[src/rtl/bin2ascii_pkg.sv]
// rtl/bin2ascii_pkg.sv - shared constants, tx state type and baud divider helper
package bin2ascii_pkg;

  localparam logic [6:0] ZERO  = 7'd48;
  localparam logic [6:0] SPACE = 7'd32;
  localparam logic [7:0] CR    = 8'h0D;
  localparam logic [7:0] LF    = 8'h0A;

  typedef enum logic [1:0] {
    TX_IDLE,
    TX_START,
    TX_DATA,
    TX_STOP
  } tx_state_e;

  // Clock cycles per UART bit, rounded to nearest
  function automatic int calc_div(input int clk_hz, input int baud);
    return (clk_hz + baud / 2) / baud;
  endfunction

endpackage

[src/rtl/uart_baud_gen.sv]
// rtl/uart_baud_gen.sv - DIV-cycle bit tick counter with synchronous clear
module uart_baud_gen #(
  parameter int DIV = 2
) (
  input  logic clk,
  input  logic rst_n,
  input  logic clr,
  output logic tick
);

  localparam int CW = (DIV > 1) ? $clog2(DIV) : 1;
  localparam logic [CW-1:0] LAST = CW'(DIV - 1);

  logic [CW-1:0] cnt;

  assign tick = (cnt == LAST);

  always_ff @(posedge clk or negedge rst_n) begin
    if (!rst_n) begin
      cnt <= '0;
    end else if (clr || tick) begin
      cnt <= '0;
    end else begin
      cnt <= cnt + 1'b1;
    end
  end

endmodule

[src/rtl/ascii_uart_tx.sv]
// rtl/ascii_uart_tx.sv - sends the converter's 8-char ASCII string over 8N1 UART
module ascii_uart_tx
  import bin2ascii_pkg::*;
#(
  parameter int CLK_HZ    = 50_000_000,
  parameter int BAUD      = 115_200,
  parameter int SEND_CRLF = 1
) (
  input  logic        clk,
  input  logic        rst_n,
  input  logic [55:0] asciiinput,
  input  logic        conv_ready,
  output logic        txd,
  output logic        busy,
  output logic        overrun
);

  localparam int DIV = calc_div(CLK_HZ, BAUD);
  localparam int N   = (SEND_CRLF != 0) ? 10 : 8;

  if (DIV < 2) begin : g_bad_div
    $error("ascii_uart_tx: CLK_HZ/BAUD gives a bit divider below 2");
  end

  tx_state_e   state_q, state_d;
  logic        prev_ready;
  logic        edge_det;
  logic [55:0] shadow_q, shadow_d;
  logic [3:0]  char_idx_q, char_idx_d;
  logic [2:0]  bit_idx_q, bit_idx_d;
  logic [7:0]  byte_q, byte_d;
  logic        txd_q, txd_d;
  logic        busy_q;
  logic        overrun_q;
  logic        tick, baud_clr;

  // Chars 0..7 come from the shadow string, 8 and 9 are the line terminator
  function automatic logic [7:0] char_byte(input logic [55:0] sh, input logic [3:0] idx);
    logic [55:0] s;
    s = sh << (7 * idx);
    if (idx < 4'd8)       return {1'b0, s[55:49]};
    else if (idx == 4'd8) return CR;
    else                  return LF;
  endfunction

  assign edge_det = conv_ready & ~prev_ready;

  uart_baud_gen #(.DIV(DIV)) u_baud (
    .clk   (clk),
    .rst_n (rst_n),
    .clr   (baud_clr),
    .tick  (tick)
  );

  always_comb begin
    state_d    = state_q;
    shadow_d   = shadow_q;
    char_idx_d = char_idx_q;
    bit_idx_d  = bit_idx_q;
    byte_d     = byte_q;
    case (state_q)
      TX_IDLE: begin
        if (edge_det) begin
          shadow_d   = asciiinput;
          char_idx_d = 4'd0;
          byte_d     = {1'b0, asciiinput[55:49]};
          state_d    = TX_START;
        end
      end
      TX_START: begin
        if (tick) begin
          bit_idx_d = 3'd0;
          state_d   = TX_DATA;
        end
      end
      TX_DATA: begin
        if (tick) begin
          if (bit_idx_q == 3'd7) state_d = TX_STOP;
          else                   bit_idx_d = bit_idx_q + 3'd1;
        end
      end
      TX_STOP: begin
        if (tick) begin
          if (char_idx_q < 4'(N - 1)) begin
            char_idx_d = char_idx_q + 4'd1;
            byte_d     = char_byte(shadow_q, char_idx_q + 4'd1);
            state_d    = TX_START;
          end else begin
            state_d = TX_IDLE;
          end
        end
      end
      default: state_d = TX_IDLE;
    endcase

    // Line level is registered from next-state values so txd is glitch-free
    case (state_d)
      TX_START: txd_d = 1'b0;
      TX_DATA:  txd_d = byte_d[bit_idx_d];
      default:  txd_d = 1'b1;
    endcase

    baud_clr = (state_d != state_q) || (state_q == TX_IDLE);
  end

  always_ff @(posedge clk or negedge rst_n) begin
    if (!rst_n) begin
      state_q    <= TX_IDLE;
      prev_ready <= 1'b1;
      shadow_q   <= '0;
      char_idx_q <= '0;
      bit_idx_q  <= '0;
      byte_q     <= '0;
      txd_q      <= 1'b1;
      busy_q     <= 1'b0;
      overrun_q  <= 1'b0;
    end else begin
      state_q    <= state_d;
      prev_ready <= conv_ready;
      shadow_q   <= shadow_d;
      char_idx_q <= char_idx_d;
      bit_idx_q  <= bit_idx_d;
      byte_q     <= byte_d;
      txd_q      <= txd_d;
      busy_q     <= (state_d != TX_IDLE);
      if (edge_det && (state_q != TX_IDLE)) overrun_q <= 1'b1;
    end
  end

  assign txd     = txd_q;
  assign busy    = busy_q;
  assign overrun = overrun_q;

endmodule

[config.mk]
export PLATFORM = sky130hd
export DESIGN_NAME = ascii_uart_tx
export DESIGN_NICKNAME = d
export VERILOG_FILES = /design/src/rtl/bin2ascii_pkg.sv /design/src/rtl/uart_baud_gen.sv /design/src/rtl/ascii_uart_tx.sv
export SDC_FILE = /design/constraint.sdc
export NUM_CORES = 1
export LEC_CHECK = 0
export ABC_AREA = 0
export CORE_MARGIN = 2
export CORE_UTILIZATION = 25
export CTS_BUF_LIST = sky130_fd_sc_hd__clkbuf_8
export CTS_CLUSTER_SIZE = 30
export DETAILED_ROUTE_END_ITERATION = 7
export SYNTH_ARGS = -nofsm -noshare
export SYNTH_HDL_FRONTEND = slang
export SYNTH_SLANG_ARGS = --single-unit
[constraint.sdc]
create_clock -name clk -period 6.4 [get_ports clk]
set_clock_uncertainty 0.2 [all_clocks]
set_input_delay 0.96 -clock clk [delete_from_list [all_inputs] [get_ports clk]]
set_output_delay 0.96 -clock clk [all_outputs]
set_load 0.05 [all_outputs]
==> results of run 1 <==
area by class of cell:
| cell class | instances | area (um2) | share of cell area |
|---|---|---|---|
| Multi-Input combinational cell | 549 | 4253 | 0.5457 |
| Timing Repair Buffer | 69 | 668.1 | 0.08573 |
| Clock buffer | 9 | 123.9 | 0.01589 |
| Clock inverter | 6 | 80.08 | 0.01027 |
| Tap cell | 341 | 426.7 | 0.05474 |
| Sequential cell | 86 | 2156 | 0.2766 |
| Inverter | 23 | 86.33 | 0.01108 |
layer usage:
| metal | up-vias | global-route usage | routed length (um) | share of wire |
|---|---|---|---|---|
| met1 | 2773 | 0.1833 | 8545 | 0.46 |
| met5 | - | 0 | 0 | 0 |
| li1 | 2612 | - | - | - |
| met4 | 0 | 0.02811 | 250 | 0.014 |
| met3 | 15 | 0.02665 | 719 | 0.039 |
| met2 | 153 | 0.2219 | 8909 | 0.48 |
cells by family after synthesis:
group / share of synthesized area
fa+ha+maj: 0.03840
buf+inv: 0.05667
compound gates: 0.1093
xor+xnor: 0.01938
simple gates: 0.1990
flops: 0.3179
mux: 0.2594
worst max-delay path by stage:
stage,start,to,slack [ps],cells after the start
2_1_floorplan,char_idx_q[0]$_DFFE_PN0P_,txd$_DFF_PN1_,1490,21
3_3_place_gp,char_idx_q[0]$_DFFE_PN0P_,txd$_DFF_PN1_,1200,12
3_5_place_dp,char_idx_q[0]$_DFFE_PN0P_,txd$_DFF_PN1_,1080,12
4_1_cts,char_idx_q[0]$_DFFE_PN0P_,txd$_DFF_PN1_,1040,12
5_1_grt,char_idx_q[0]$_DFFE_PN0P_,txd$_DFF_PN1_,600,13
6_report,char_idx_q[0]$_DFFE_PN0P_,txd$_DFF_PN1_,1010,13
metrics by stage:
step	worst slack [ps]	util	area, um2
after floorplan	1491	-	6778
after detailed placement	1083	0.2832	7590
after CTS	1041	0.2908	7794
final	1009	0.2908	7794
after global routing	604.9	0.2908	7794
after global placement	1197	0.2832	7590
state kept, by name, summed over array words and instances (netlist names):
register    count
u_baud.cnt      9
char_idx_q      4
byte_q          8
overrun         1
state_q         2
bit_idx_q       3
shadow_q       56
txd             1
prev_ready      1
busy            1
power groups by stage:
stage	registers (W)	clock network (W)	logic, W
final	0.000544	0.000420	0.0000484
after global placement	0.000554	0	0.0000499
after floorplan	0.000555	0	0.000000997
after detailed placement	0.000554	0	0.0000498
after global routing	0.000544	0.000453	0.0000536
after CTS	0.000544	0.000433	0.0000500
cells in the final DEF, fill, tap and decap left out, drive strengths merged, types with 4 or more instances in the layout:
cell type / synthesis / final
nand2: 206 / 206
dfrtp: 84 / 84
mux4: 65 / 65
clkdlybuf4s50: 0 / 60
nor2: 49 / 49
inv: 23 / 25
mux2i: 20 / 20
a21oi: 18 / 18
o21ai: 18 / 18
ha: 16 / 16
nand3: 13 / 13
nor3: 12 / 12
xnor2: 10 / 10
o22ai: 10 / 10
clkbuf: 18 / 9
buf: 28 / 9
a211oi: 9 / 9
a31oi: 7 / 7
nand2b: 6 / 6
nand4: 6 / 6
mux2: 6 / 6
and2: 5 / 5
xor2: 5 / 5
a211o: 5 / 5
o31ai: 5 / 5
and3: 4 / 4
a2111oi: 4 / 4
worst min-delay path, delay by kind of cell (launching register included):
kind                   cells  cell delay [ps]
DFF                        1              330
AOI/OAI and AO/OA          1               80
buffers and inverters      1               60
==> flow_summary_export.csv, run 1 <==
group,metric,value,unit
outcome,status,"finished, final reports clean",
floorplanning,num_rows,60,
placed_design,place.gp.congestion,0.9037,
placed_design,dp.cells,1068,
min_path,hold_start,"byte_q[7]$_DFF_PN0_",
synthesis,yosys_warnings,0,
critical_path,reg2reg_from,"char_idx_q[0]$_DFFE_PN0P_",
critical_path,path_max_fanout,64,
critical_path,reg2reg_to,"txd$_DFF_PN1_",
timing,finalCritPeriodShare,0.8424,
layout,diodes,0,
clocking,cts-root-buf,"clkbuf_8",
floorplanning,core_area,0.02680,mm2
floorplanning,die_w,168.7,um
job,cap_viol_max_count,0,
grt,first_global_vias,5581,
timing,hold_viol,0,
critical_path,crit_top_cell,"fa_1",
clocking,cts_tree,"yes",
synthesis,synth_top_area_frac,0.3101,
critical_path,reg2reg_slack,1010,ps
power_and_ir_drop,power.switching,0.0002228,W
critical_path,path_cells,"buf_4, ha_1, xnor2_1, inv_1, fa_1, fa_1, mux4_2, mux2i_1, a211oi_1, o41ai_1, nand4_1, o211ai_1, nand4b_1",
synthesis,synth_area_leaders,"dfrtp_1 31%, mux4_2 19%, nand2_1 11%",
floorplanning,io-pin-count,62,
grt,overflow,0,
critical_path,max_stage_delay,1100,ps
clocking,cts_resized,0,
critical_path,crit_family,"adder cells",
grt,grt_pass1_wl,30.57,mm
route,initialDrtViolationCount,431,
timing,finalSetupTns,0,ps
synthesis,syn_nets,782,
synthesis,ys_seq_elements,86,
clocking,cts_buffers,9,
synthesis,yosysSeqAreaShare,0.3179,
route,vias,5553,
power_and_ir_drop,pwr-share-seq,0.537,
synthesis,synth_top_flop_cell,"dfrtp_1",
power_and_ir_drop,p_clk_frac,0.415,
route,via_per_inst,5.127,
synthesis,syn_inst,704,
layout,fin_cells,1083,
critical_path,start_kind,"register",
power_and_ir_drop,combPwrFrac,0.048,
clocking,postCtsHoldBufs,0,
route,detail-route-antenna-nets,0,
clocking,clk_latency,380,ps
power_and_ir_drop,leakagePower,3.440,nW
layout,drive_gt1_frac,0.1307,
layout,nFillCells,2809,
clocking,cts_htree_levels,3,
grt,grt_max_degree,65,
critical_path,cp.required,6500,ps
synthesis,synth.distinct_cells,67,
route,wire_per_inst,17.01,um
clocking,cts_setup_buffers,0,
synthesis,async_reset_ff_frac,1.000,
timing,drv_slew,0,
clocking,cts_max_path_buffers,2,
min_path,whs_path_depth,2,
synthesis,syn_area,0.006778,mm2
layout,nets,816,
power_and_ir_drop,sw_frac_of_total,0.2201,
critical_path,critPathCaptureType,"register",
placed_design,hpwl,13.22,mm
route,drt_wl_total,18.42,mm
timing,setup_viol,0,
synthesis,syn_avg_cell_area,9.627,um2
power_and_ir_drop,power,0.001012,W
clocking,cts.sink_count,86,
critical_path,crit_arrival,5490,ps
clocking,path_clk_slew,80,ps
power_and_ir_drop,internal_power,0.0007894,W
critical_path,worstRegToRegCells,13,
route,drc,0,
synthesis,synth_edf_count,0,
placed_design,portBuffers,61,
synthesis,synth_common_cells,"206 x nand2_1, 84 x dfrtp_1, 58 x mux4_2, 49 x nor2_1, 21 x inv_1",
timing,holdWs,293.3,ps
timing,relSlewSlack,0.3203,
floorplanning,die_h,168.7,um
synthesis,synth.most_common_cell,"nand2_1",
timing,max_freq,185.5,MHz
floorplanning,start_util,0.2529,
layout,syn2layout_area_growth,14.99,%
grt,track_usage,0.1342,
grt,antenna_found_initial,0,
min_path,hp-class,"reg -> reg",
critical_path,critPathKind,"reg -> reg",
floorplanning,die_area,0.02844,mm2
timing,tightest_slew,1020,ps
critical_path,crit_path_top_delay_cell,"fa_1",
timing,fin_crit,5391,ps
synthesis,yosysTopAreaCell,"dfrtp_1",
power_and_ir_drop,power_density,129.9,mW/mm2
route,first_pass_iters,5,
min_path,hold_end,"byte_q[7]$_DFF_PN0_",
timing,rsz0062_at_grt,"no",
critical_path,path_buf_inv,2,
power_and_ir_drop,ir_drop,0.08606,mV
Note: power is estimated with default switching activity, not from simulation.
==> run 2, diff against run 1 <==
==> constraint.sdc (replaced) <==
create_clock -name clk -period 5.1 [get_ports clk]
set_clock_uncertainty 0.2 [all_clocks]
set_input_delay 0.765 -clock clk [delete_from_list [all_inputs] [get_ports clk]]
set_output_delay 0.765 -clock clk [all_outputs]
set_load 0.05 [all_outputs]
==> run 2 against run 1 <==
Count of clock-buffer cells in the layout grew 2. Wire length shrank 2.8%. Final area grew 0.51%. Combinational power grew 27%. Die area is the same. Sequential share of layout area shrank 0.14 points. Utilization grew 0.15 points. Cell count grew 0.46%. Sequential power grew 25%. Critical path depth shrank 1. Non-clock buffer count grew 4. Largest cell class unchanged. Largest power group unchanged.
==> flow_summary_export.csv, run 2 (same netlist as run 1, synthesis figures left out) <==
group,metric,value,unit
clocking,cts_buffers,9,
grt,overflow,0,
layout,largest_reg_flops,56,
grt,antenna_found_initial,0,
timing,finalSetupTns,0,ps
floorplanning,die_w,168.7,um
layout,regArea,0.002156,mm2
placed_design,hpwl,13.15,mm
power_and_ir_drop,ir_drop,0.08746,mV
timing,tightest_slew,917.8,ps
layout,diodes,0,
floorplanning,die_h,168.7,um
timing,finalCritPeriodShare,0.9011,
clocking,cts_tree,"yes",
grt,grt_most_used_layer,"met2",
timing,setup_viol,0,
clocking,cts_htree_levels,3,
power_and_ir_drop,power_density,159.7,mW/mm2
critical_path,critPathCaptureType,"register",
layout,final_cell_area,0.007834,mm2
power_and_ir_drop,combPwrFrac,0.049,
route,drc,0,
layout,fin_util,0.2923,
placed_design,portBuffers,61,
power_and_ir_drop,sw_frac_of_total,0.2242,
clocking,cts_max_path_buffers,2,
clocking,cts-root-buf,"clkbuf_8",
layout,nets,820,
job,cap_viol_max_count,0,
grt,first_global_vias,5459,
timing,relSlewSlack,0.3723,
layout,top_register,"shadow_q",
timing,max_freq,217.6,MHz
grt,met3_usage,0.02408,
outcome,status,"finished, final reports clean",
route,initialDrtViolationCount,413,
layout,nFillCells,2789,
layout,syn2layout_area_growth,15.58,%
power_and_ir_drop,internal_power,0.0009706,W
timing,drv_slew,0,
floorplanning,start_util,0.2529,
grt,track_usage,0.1280,
power_and_ir_drop,leakagePower,3.467,nW
layout,final_cell_mix,"206 x nand2_1, 83 x dfrtp_1, 60 x clkdlybuf4s50_1, 58 x mux4_2, 49 x nor2_1",
clocking,cts_resized,0,
critical_path,start_kind,"register",
grt,use_met1,0.1735,
route,detail-route-antenna-nets,0,
power_and_ir_drop,power,0.001251,W
timing,hold_viol,0,
route,wire_per_inst,16.46,um
critical_path,path_max_fanout,11,
critical_path,crit_arrival,4710,ps
grt,grt.met2_usage,0.2076,
layout,reg_top3,"shadow_q: 56 flops, u_baud.cnt: 9 flops, byte_q: 8 flops",
timing,fin_crit,4596,ps
timing,rsz0062_at_grt,"no",
min_path,hp-class,"in -> async",
placed_design,place.gp.congestion,0.9231,
route,drt_wl_total,17.91,mm
clocking,cts_setup_buffers,0,
power_and_ir_drop,power.switching,0.0002804,W
placed_design,placed_area,0.007632,mm2
power_and_ir_drop,p_clk_frac,0.406,
floorplanning,die_area,0.02844,mm2
clocking,postCtsHoldBufs,0,
floorplanning,core_area,0.02680,mm2
clocking,path_clk_slew,90,ps
floorplanning,io-pin-count,62,
critical_path,cp.required,5210,ps
layout,multiInputGateArea,0.004253,mm2
grt,grt_max_degree,79,
grt,grt_pass1_wl,29.20,mm
clocking,cts.sink_count,86,
clocking,clk_latency,390,ps
route,first_pass_iters,4,
power_and_ir_drop,pwr-share-seq,0.545,
floorplanning,num_rows,60,
route,via_per_inst,5.129,
route,vias,5580,
layout,layout_commonest_cell,"nand2_1",
critical_path,critPathKind,"reg -> reg",
layout,drive_gt1_frac,0.1365,
[run 2: cell count changes in the layout (fill, tap and decap cells not counted)]
cell,previous run,this run
buf_4,9,12
clkbuf_8,9,11
bufinv_16,2,1
buf_12,0,1
[run 2: worst max-delay path, stage by stage (launching register included)]
cell       delay [ps]
dfrtp_1           480
ha_1              260
xnor2_1           320
inv_1             160
fa_1              510
fa_1              830
mux4_2            370
mux2i_1           220
a21oi_1           110
a2111oi_0         600
o31ai_1           220
nand4_1           130
nand4b_1          100
[run 2: per-stage QoR]
step                      setup WS (ps)  hold WS (ps)  std cells
after floorplan                   191.1         241.0        704
after global placement            571.9         259.1       1072
after detailed placement          573.5         267.0       1072
after CTS                         516.8         163.8       1088
after global routing              221.0         185.8       1088
final                             504.4         148.6       1088
[run 2: power by group through the flow]
stage	combinational (W)	clock [W]	sequential, W
floorplan	0.00000125	0	0.000696
global placement	0.0000635	0	0.000696
detailed placement	0.0000636	0	0.000696
CTS	0.0000641	0.000527	0.000682
global route	0.0000675	0.000553	0.000682
finish	0.0000613	0.000508	0.000682
[run 2: routing by layer]
layer  share of wire  vias to the layer above
li1                -                     2621
met1            0.46                     2775
met2            0.48                      155
met4           0.019                        0
met3           0.042                       29
met5               0                        -
[run 2: layout make-up]
| type | instances | area share |
|---|---|---|
| clock buffer | 11 | 0.01933 |
| clock inverter | 5 | 0.006389 |
| inverter | 23 | 0.01102 |
| timing repair buffer | 73 | 0.09072 |
| multi-input combinational | 549 | 0.5429 |
| tap | 341 | 0.05446 |
| sequential | 86 | 0.2752 |
[run 2: path summary, 6_finish.rpt]
check	cells past startpoint	start	slack, ps	to
setup / recovery	12	char_idx_q[1]$_DFFE_PN0P_	500	txd$_DFF_PN1_
hold / removal	1	rst_n	150	busy$_DFF_PN0_
setup reg to reg	12	char_idx_q[1]$_DFFE_PN0P_	500	txd$_DFF_PN1_
hold reg to reg	2	byte_q[7]$_DFF_PN0_	280	byte_q[7]$_DFF_PN0_
max in group asynchronous	2	rst_n	3560	shadow_q[15]$_DFFE_PN0P_
min in group clk	2	byte_q[7]$_DFF_PN0_	280	byte_q[7]$_DFF_PN0_
==> run 3, diff against run 2 <==
--- a/config.mk
+++ b/config.mk
@@ -11,6 +11,7 @@
 export CTS_BUF_LIST = sky130_fd_sc_hd__clkbuf_8
 export CTS_CLUSTER_SIZE = 30
 export DETAILED_ROUTE_END_ITERATION = 7
+export SLEW_MARGIN = 40
 export SYNTH_ARGS = -nofsm -noshare
 export SYNTH_HDL_FRONTEND = slang
 export SYNTH_SLANG_ARGS = --single-unit
==> constraint.sdc (replaced) <==
create_clock -name clk -period 4.2 [get_ports clk]
set_clock_uncertainty 0.2 [all_clocks]
set_input_delay 0.63 -clock clk [delete_from_list [all_inputs] [get_ports clk]]
set_output_delay 0.63 -clock clk [all_outputs]
set_load 0.05 [all_outputs]
==> run 3 against run 2 <==
Hold slack got worse by 110 ps. Fmax rose by 14%. Sequential share of layout area fell by 0.77 points. Largest cell class unchanged. Critical endpoint unchanged. Final area rose by 2.9%.
==> flow_summary_export.csv, run 3 (same netlist as run 1, synthesis figures left out) <==
group,metric,value,unit
clocking,cts.sink_count,86,
clocking,path_clk_slew,90,ps
floorplanning,die_h,168.7,um
clocking,clk_latency,390,ps
layout,diodes,0,
timing,finalCritPeriodShare,0.9631,
layout,layout_commonest_cell,"nand2_1",
layout,drive_gt1_frac,0.1813,
route,wire_per_inst,16.30,um
timing,setup_ws,155.1,ps
timing,relSlewSlack,0.5243,
clocking,cts_htree_levels,3,
route,drt_wl_total,17.96,mm
layout,fin_util,0.3009,
critical_path,path_max_fanout,12,
timing,rsz0062_at_grt,"no",
layout,nets,836,
power_and_ir_drop,power,0.001560,W
placed_design,pre_cts_slack,112.8,ps
timing,max_freq,247.2,MHz
timing,fin_crit,4045,ps
clocking,cts_setup_buffers,0,
critical_path,start_kind,"register",
power_and_ir_drop,power_density,193.4,mW/mm2
min_path,hp-class,"in -> async",
floorplanning,core_area,0.02680,mm2
timing,hold_viol,0,
grt,first_global_vias,5523,
route,vias,5567,
route,detail-route-antenna-nets,0,
critical_path,crit_arrival,4140,ps
critical_path,cp.required,4290,ps
timing,setup_viol,0,
floorplanning,start_util,0.2529,
grt,track_usage,0.1323,
power_and_ir_drop,ir_drop,0.1152,mV
clocking,cts_max_path_buffers,2,
clocking,cts-root-buf,"clkbuf_8",
timing,drv_slew,0,
layout,reg_top3,"shadow_q: 56 flops, u_baud.cnt: 9 flops, byte_q: 8 flops",
floorplanning,die_area,0.02844,mm2
layout,top_register,"shadow_q",
grt,antenna_found_initial,0,
route,initialDrtViolationCount,440,
clocking,cts_tree,"yes",
placed_design,hpwl,13.26,mm
route,drc,0,
floorplanning,io-pin-count,62,
grt,grt_pass1_wl,30.19,mm
outcome,status,"finished, final reports clean",
job,cap_viol_max_count,0,
placed_design,place.gp.congestion,0.9231,
critical_path,critPathCaptureType,"register",
grt,overflow,0,
layout,largest_reg_flops,56,
floorplanning,num_rows,60,
clocking,cts_buffers,9,
timing,finalSetupTns,0,ps
floorplanning,die_w,168.7,um
layout,syn2layout_area_growth,18.98,%
route,via_per_inst,5.052,
layout,nFillCells,2765,
critical_path,critPathKind,"reg -> reg",
grt,grt_max_degree,71,
timing,tightest_slew,711.7,ps
layout,final_cell_mix,"204 x nand2_1, 82 x dfrtp_1, 60 x clkdlybuf4s50_1, 58 x mux4_2, 49 x nor2_1",
route,first_pass_iters,5,
placed_design,portBuffers,61,
power_and_ir_drop,leakagePower,3.562,nW
[run 3: changes by cell type in the layout (fill, tap and decap cells not counted), sizes merged]
cell	before	now
buf	13	29
bufinv	1	2
clkbuf	11	10
inv	25	23
[run 3: final timing paths]
check	depth (start not counted)	start	slack [ps]	endpoint
setup / recovery	13	char_idx_q[0]$_DFFE_PN0P_	160	txd$_DFF_PN1_
hold / removal	1	rst_n	40	u_baud.cnt[4]$_DFF_PN0_
setup reg to reg	13	char_idx_q[0]$_DFFE_PN0P_	160	txd$_DFF_PN1_
hold reg to reg	2	byte_q[7]$_DFF_PN0_	290	byte_q[7]$_DFF_PN0_
max in group asynchronous	2	rst_n	3020	shadow_q[44]$_DFFE_PN0P_
min in group clk	2	byte_q[7]$_DFF_PN0_	290	byte_q[7]$_DFF_PN0_
[run 3: metal layers]
metal / global-route usage / routed length (um)
met5: 0 / 0
met4: 0.03711 / 272
met3: 0.01987 / 854
met2: 0.2054 / 8393
met1: 0.1920 / 8442
[run 3: power by group]
group / internal [W] / switching, W
clock: 0.000344 / 0.000313
sequential: 0.000828 / 0.000000276
combinational: 0.0000486 / 0.0000263
[run 3: critical path, stage by stage, from the launching register on]
cell and delay (ps):
dfrtp_2 450, ha_1 260, xnor2_2 150, inv_1 90, fa_1 510, fa_2 590
buf_8 200, inv_6 110, mux4_2 540, a211oi_2 270, a311o_1 210, a32oi_1 70
o211ai_1 200, nand4b_1 120
[run 3: area by class of cell]
class                           count  area, um2  area share
Multi-Input combinational cell    549       4345      0.5389
Inverter                           23      91.34     0.01133
Sequential cell                    86       2157      0.2675
Timing Repair Buffer               89      833.3      0.1033
Clock buffer                       10      137.6     0.01707
Tap cell                          341      426.7     0.05291
Clock inverter                      4      72.57    0.008999
[run 3: timing repair]
action	in CTS	in global routing
setup endpoints to repair	0	2
endpoints found under the hold margin	0	0
gates resized for setup	0	15
hold buffers	0	0
[run 3: per-stage QoR]
stage / instances / instance area [um2] / hold WS, ps
finish: 1102 / 8064 / 38.96
global route: 1102 / 8064 / 85.26
CTS: 1102 / 8001 / 71.13
detailed placement: 1088 / 7791 / 261.5
global placement: 1088 / 7786 / 260.0
floorplan: 704 / 6877 / 134.4
